## config.mk

```make
export PLATFORM = sky130hd
export DESIGN_NAME = proc_queue
export DESIGN_NICKNAME = d
export VERILOG_FILES = /design/src/rtl/proc_queue.sv
export SDC_FILE = /design/constraint.sdc
export NUM_CORES = 1
export LEC_CHECK = 0
export ABC_AREA = 1
export CAP_MARGIN = 20
export CORE_AREA = 2 2 196 275
export DETAILED_ROUTE_END_ITERATION = 10
export DIE_AREA = 0 0 198 277
export GPL_TIMING_DRIVEN = 0
export HOLD_SLACK_MARGIN = 0.08
export PLACE_DENSITY = 0.79
export SYNTH_ARGS = -nofsm -noshare
export SYNTH_HDL_FRONTEND = slang
export SYNTH_SLANG_ARGS = --single-unit
```

## constraint.sdc

```tcl
create_clock -name clk -period 8.4 [get_ports clk]
set_input_delay 1.26 -clock clk [delete_from_list [all_inputs] [get_ports clk]]
set_output_delay 1.26 -clock clk [all_outputs]
set_load 0.03 [all_outputs]
```

## src/rtl/proc_queue.sv

```systemverilog
// proc_queue: circular FIFO of parsed packet headers plus output-port bitmaps
// between producer and consumer stages, with registered head outputs and a drop counter.
`ifndef HDR_MAX_LEN
`define HDR_MAX_LEN 16
`endif
`ifndef NUM_PORTS
`define NUM_PORTS 4
`endif
`ifndef ZERO_BYTE
`define ZERO_BYTE 8'h00
`endif

module proc_queue #(
   parameter int DEPTH      = 4,
   parameter int HDR_LEN    = `HDR_MAX_LEN,
   parameter int NUM_PORTS  = `NUM_PORTS,
   parameter int AF_THRESH  = DEPTH-1,
   parameter int DROP_CNT_W = 16
) (
   input  logic                        clk,
   input  logic                        rst,
   input  logic                        wr_i,
   input  logic [HDR_LEN*8-1:0]        pkt_hdr_i,
   input  logic [NUM_PORTS-1:0]        out_port_i,
   input  logic                        rd_i,
   output logic [HDR_LEN*8-1:0]        pkt_hdr_o,
   output logic [NUM_PORTS-1:0]        out_port_o,
   output logic                        empty_o,
   output logic                        full_o,
   output logic                        almost_full_o,
   output logic [$clog2(DEPTH):0]      count_o,
   output logic [DROP_CNT_W-1:0]       drop_cnt_o
);

   localparam int PTR_W = $clog2(DEPTH);
   localparam int CNT_W = PTR_W + 1;
   localparam int HDR_W = HDR_LEN * 8;
   localparam logic [CNT_W-1:0] AF_LVL   = CNT_W'(AF_THRESH);
   localparam logic [CNT_W-1:0] FULL_LVL = CNT_W'(DEPTH);
   localparam logic [HDR_W-1:0] ZERO_HDR = {HDR_LEN{`ZERO_BYTE}};

   function automatic logic [DROP_CNT_W-1:0] sat_inc(input logic [DROP_CNT_W-1:0] v);
      return (&v) ? v : v + DROP_CNT_W'(1);
   endfunction

   logic [HDR_W-1:0]      r_mem_hdr  [DEPTH];
   logic [NUM_PORTS-1:0]  r_mem_port [DEPTH];
   logic [PTR_W-1:0]      r_wr_ptr;
   logic [PTR_W-1:0]      r_rd_ptr;
   logic [CNT_W-1:0]      r_cnt;
   logic                  r_empty;
   logic                  r_full;
   logic                  r_af;
   logic [DROP_CNT_W-1:0] r_drop;
   logic [HDR_W-1:0]      r_head_hdr;
   logic [NUM_PORTS-1:0]  r_head_port;

   logic                  w_rd_acc;
   logic                  w_wr_acc;
   logic                  w_wr_rej;
   logic [PTR_W-1:0]      w_rd_ptr_nxt;
   logic [CNT_W-1:0]      w_cnt_nxt;
   logic                  w_bypass;
   logic [HDR_W-1:0]      w_head_hdr_nxt;
   logic [NUM_PORTS-1:0]  w_head_port_nxt;

   assign w_rd_acc     = rd_i && !r_empty;
   // A pop on a full queue frees the slot the concurrent write lands in.
   assign w_wr_acc     = wr_i && (!r_full || w_rd_acc);
   assign w_wr_rej     = wr_i && !w_wr_acc;
   assign w_rd_ptr_nxt = w_rd_acc ? r_rd_ptr + PTR_W'(1) : r_rd_ptr;
   assign w_cnt_nxt    = r_cnt + CNT_W'(w_wr_acc) - CNT_W'(w_rd_acc);
   // The new head is the entry being written this edge when it lands at the next read slot.
   assign w_bypass     = w_wr_acc && (r_wr_ptr == w_rd_ptr_nxt);

   always_comb begin
      w_head_hdr_nxt  = ZERO_HDR;
      w_head_port_nxt = '0;
      if (w_cnt_nxt != '0) begin
         if (w_bypass) begin
            w_head_hdr_nxt  = pkt_hdr_i;
            w_head_port_nxt = out_port_i;
         end else begin
            w_head_hdr_nxt  = r_mem_hdr[w_rd_ptr_nxt];
            w_head_port_nxt = r_mem_port[w_rd_ptr_nxt];
         end
      end
   end

   always_ff @(posedge clk) begin
      if (w_wr_acc) begin
         r_mem_hdr[r_wr_ptr]  <= pkt_hdr_i;
         r_mem_port[r_wr_ptr] <= out_port_i;
      end
   end

   always_ff @(posedge clk or posedge rst) begin
      if (rst) begin
         r_wr_ptr    <= '0;
         r_rd_ptr    <= '0;
         r_cnt       <= '0;
         r_empty     <= 1'b1;
         r_full      <= 1'b0;
         r_af        <= 1'b0;
         r_drop      <= '0;
         r_head_hdr  <= ZERO_HDR;
         r_head_port <= '0;
      end else begin
         if (w_wr_acc) r_wr_ptr <= r_wr_ptr + PTR_W'(1);
         r_rd_ptr    <= w_rd_ptr_nxt;
         r_cnt       <= w_cnt_nxt;
         r_empty     <= (w_cnt_nxt == '0);
         r_full      <= (w_cnt_nxt == FULL_LVL);
         r_af        <= (w_cnt_nxt >= AF_LVL);
         if (w_wr_rej) r_drop <= sat_inc(r_drop);
         r_head_hdr  <= w_head_hdr_nxt;
         r_head_port <= w_head_port_nxt;
      end
   end

   assign pkt_hdr_o     = r_head_hdr;
   assign out_port_o    = r_head_port;
   assign empty_o       = r_empty;
   assign full_o        = r_full;
   assign almost_full_o = r_af;
   assign count_o       = r_cnt;
   assign drop_cnt_o    = r_drop;

endmodule

```

==> flow_summary.yaml <==
outcome:
  status: "finished, final reports clean"
cts:
  clkSlewWorstSetupHoldPaths_ns: 0.07
  h-tree-depth: 2
  cts_tree: "yes"
  cts_made_buffers: 61
  cts_hold_buf: 0
  clock-root-buffer: "clkbuf_16"
  clock_path_buffers: 3
  cts.sinks: 686
  post_cts_resized: 0
  cts_setup_buffers: 0
  insertion_delay_ns: 0.64
synthesis:
  synth_mux_area_share_pct: 0
  ys_types: 24
  post_synth_main_area_contributors: "edfxtp_1 (54%), dfrtp_1 (13%), nand2_1 (11%)"
  yosysTopAreaCellShare_pct: 53.5
  synthAdderAreaFrac_pct: 0.363
  ys_seq_area_share_pct: 66.9
  synth_compound_area_share_pct: 0.249
  yosysMostFrequentCell: "nand2_1"
  synth.top_cells.by_count: "nand2_1 (846), inv_1 (555), edfxtp_1 (528), nor2_1 (279), nand3_1 (277)"
  synth_top_family_by_area: "simple AND/OR/NAND/NOR gates"
  synth_top_area_cell: "edfxtp_1"
  ys_seq_elements: 686
  ys_warn_count: 0
  synth_area_sq_um: 29600
  synth_nets: 3121
  synth_top_flop_cell: "edfxtp_1"
  async_flop_share_pct: 23.0
  synth_edf_count: 528
  synthesis.instances: 2977
  avgSynthCellArea_sq_um: 9.95
  synth_xor_area_share_pct: 0.384
  synth_simple_gate_area_share_pct: 22.6
finish:
  syn2layout_area_growth_pct: 21.7
  fin_nets: 3496
  ff_latch_area_sq_um: 19800
  final_area_sq_um: 36100
  multi_input_area_sq_um: 7030
  fin_cells: 4122
  nFillCells: 3729
  drive_above_1_share_pct: 6.23
global_routing:
  grt_overflow: 0
  grt_use_total_pct: 28.2
  grt_pass1_wl_microns: 118000
  grt_pass1_vias: 22200
  grt_max_degree: 121
  antenna_found_initial: 8
timing:
  period_share_pct: 61.9
  fmax_ghz: 0.192
  relSlewSlack_pct: 33.9
  finalHoldViolCount: 0
  setup_viol: 0
  worstMarginPinSlew_ns: 0.992
  post-route-min-period_ns: 5.20
  timing.final.ws_setup_ns: 3.20
  rsz0062_at_grt: "no"
  finClkSkew_ns: 0.0163
  maxSlewViolCount: 0
worst_setup_path:
  critPathBufInv: 6
  path_class: "in2reg"
  slowest_stage: "buf_1"
  cp_max_fo: 10
  critPathLaunchType: "primary input"
  cp-end-kind: "flip-flop"
  rrSetupSlack_ns: 3.91
  critPathTopFamily: "buffers and inverters"
  cp_common_cell: "inv_1"
  required_ns: 8.95
  slowest_delay_ns: 0.54
  path_cells: "clkdlybuf4s50_1, nand2_1, a21oi_2, inv_1, ha_1, inv_1, ha_1, inv_1, fa_1, xor2_1, xnor2_1, nand3_1, buf_2, buf_1, nand2_1, nor2_1"
  cp.arrival_ns: 5.75
floorplan:
  dieArea_sq_um: 54800
  rows: 100
  start_util_pct: 56.2
  fp.dieH_microns: 277
  core-area_sq_um: 52700
  die_w_microns: 198
  io_pins: 290
placement:
  dpl.cell_count: 4003
  gpl.final_weighted_congestion: 0.898
  dpl_worst_slack_ns: 2.65
  dpl.hpwl_microns: 50900
  io_buffers: 289
  place_area_sq_um: 34000
worst_hold_path:
  min_path_type: "reg2reg"
power:
  ir_worst_vdd_uv: 327
  power_density_nw_per_um2: 384
  power_mw: 13.8
  power.leakage_nw: 16.4
route:
  via_count: 21700
  dr.pass1.iters: 6
  drc: 0
  first_iter_violations: 1755
  wl_per_cell_microns: 18.8
  ant_nets: 0
  via_per_inst: 5.26
  wl_microns: 77500
job:
  maxCapViolCount: 0
-- registers in the layout (all words and copies together) (netlist names) --
register / cells
drop_cnt_o: 16
full_o: 1
empty_o: 1
r_mem_port: 16
almost_full_o: 1
r_wr_ptr: 2
count_o: 3
pkt_hdr_o: 128
r_rd_ptr: 2
r_mem_hdr: 512
out_port_o: 4
-- worst register-to-register path, stage by stage (launching register included) --
cell	delay (ns)
dfstp_2	0.57
inv_2	0.05
nand2_1	0.14
a21oi_2	0.13
inv_1	0.32
ha_1	0.30
inv_1	0.10
ha_1	0.15
inv_1	0.05
fa_1	0.40
xor2_1	0.16
xnor2_1	0.17
nand3_1	0.53
buf_2	0.51
buf_1	0.54
nand2_1	0.14
nor2_1	0.16
-- placed cells by master, fill, tap and decap left out, drive strengths merged --
cell type      instances
clkinvlp               4
clkbuf               130
nor3                   8
o21ai                 13
clkdlybuf4s50        289
inv                  560
dfrtp                157
nand3b               133
bufinv                 8
clkinv                23
diode                  3
nand3                278
xnor2                  5
dfstp                  1
a21oi                  1
nand2                848
ha                     7
fa                     1
xor2                   8
buf                  118
nand4                  4
edfxtp               528
nor2                 281
-- cell type report --
type                            instances  share of cell area, %
Inverter                              559                   5.84
Clock inverter                         36                   1.10
Buffer                                145                   1.95
Clock buffer                           80                   4.64
Tap cell                              714                   2.48
Multi-Input combinational cell       1587                   19.5
Timing Repair Buffer                  312                   9.51
Antenna cell                            3                 0.0208
Sequential cell                       686                   54.9
-- power breakdown --
| part | switching, mW | leakage [nW] | total [mW] | internal (mW) |
|---|---|---|---|---|
| Clock | 1.25 | 1.01 | 2.90 | 1.65 |
| Combinational | 4.10 | 8.67 | 6.09 | 1.99 |
| Sequential | 0.256 | 6.76 | 4.86 | 4.60 |
-- metal layers --
| metal | up-vias | wire (microns) | track usage, % |
|---|---|---|---|
| met3 | 207 | 6030 | 4.96 |
| li1 | 10100 | - | - |
| met4 | 10 | 3200 | 13.2 |
| met1 | 10400 | 27700 | 32.1 |
| met2 | 1009 | 40600 | 51.2 |
| met5 | - | 53 | 0 |
-- path summary, 6_finish.rpt --
path | start | endpoint | cells after the start
max | rd_i | pkt_hdr_o[123] | 16
min | drop_cnt_o[13] | drop_cnt_o[13] | 2
max reg2reg | empty_o | pkt_hdr_o[123] | 16
min reg2reg | drop_cnt_o[13] | drop_cnt_o[13] | 2
max in group asynchronous | rst | pkt_hdr_o[78] | 3
min in group asynchronous | rst | pkt_hdr_o[26] | 2
-- per-stage QoR --
stage,TNS (ns),hold slack (ns),util (%)
after floorplan,0,0.512,-
after global placement,-2454.00,0.524,63.4
after detailed placement,0,0.539,64.5
after CTS,0,0.556,68.4
after global routing,0,0.591,68.4
final,0,0.557,68.4
-- logic make-up after synthesis --
family	after synthesis
AND/OR/NAND/NOR	1552
buffers and inverters	704
flip-flops	686
AO/OA/AOI/OAI	14
XOR/XNOR	13
adder cells (fa/ha/maj)	8
No activity file was read; power rests on OpenSTA's default activity.
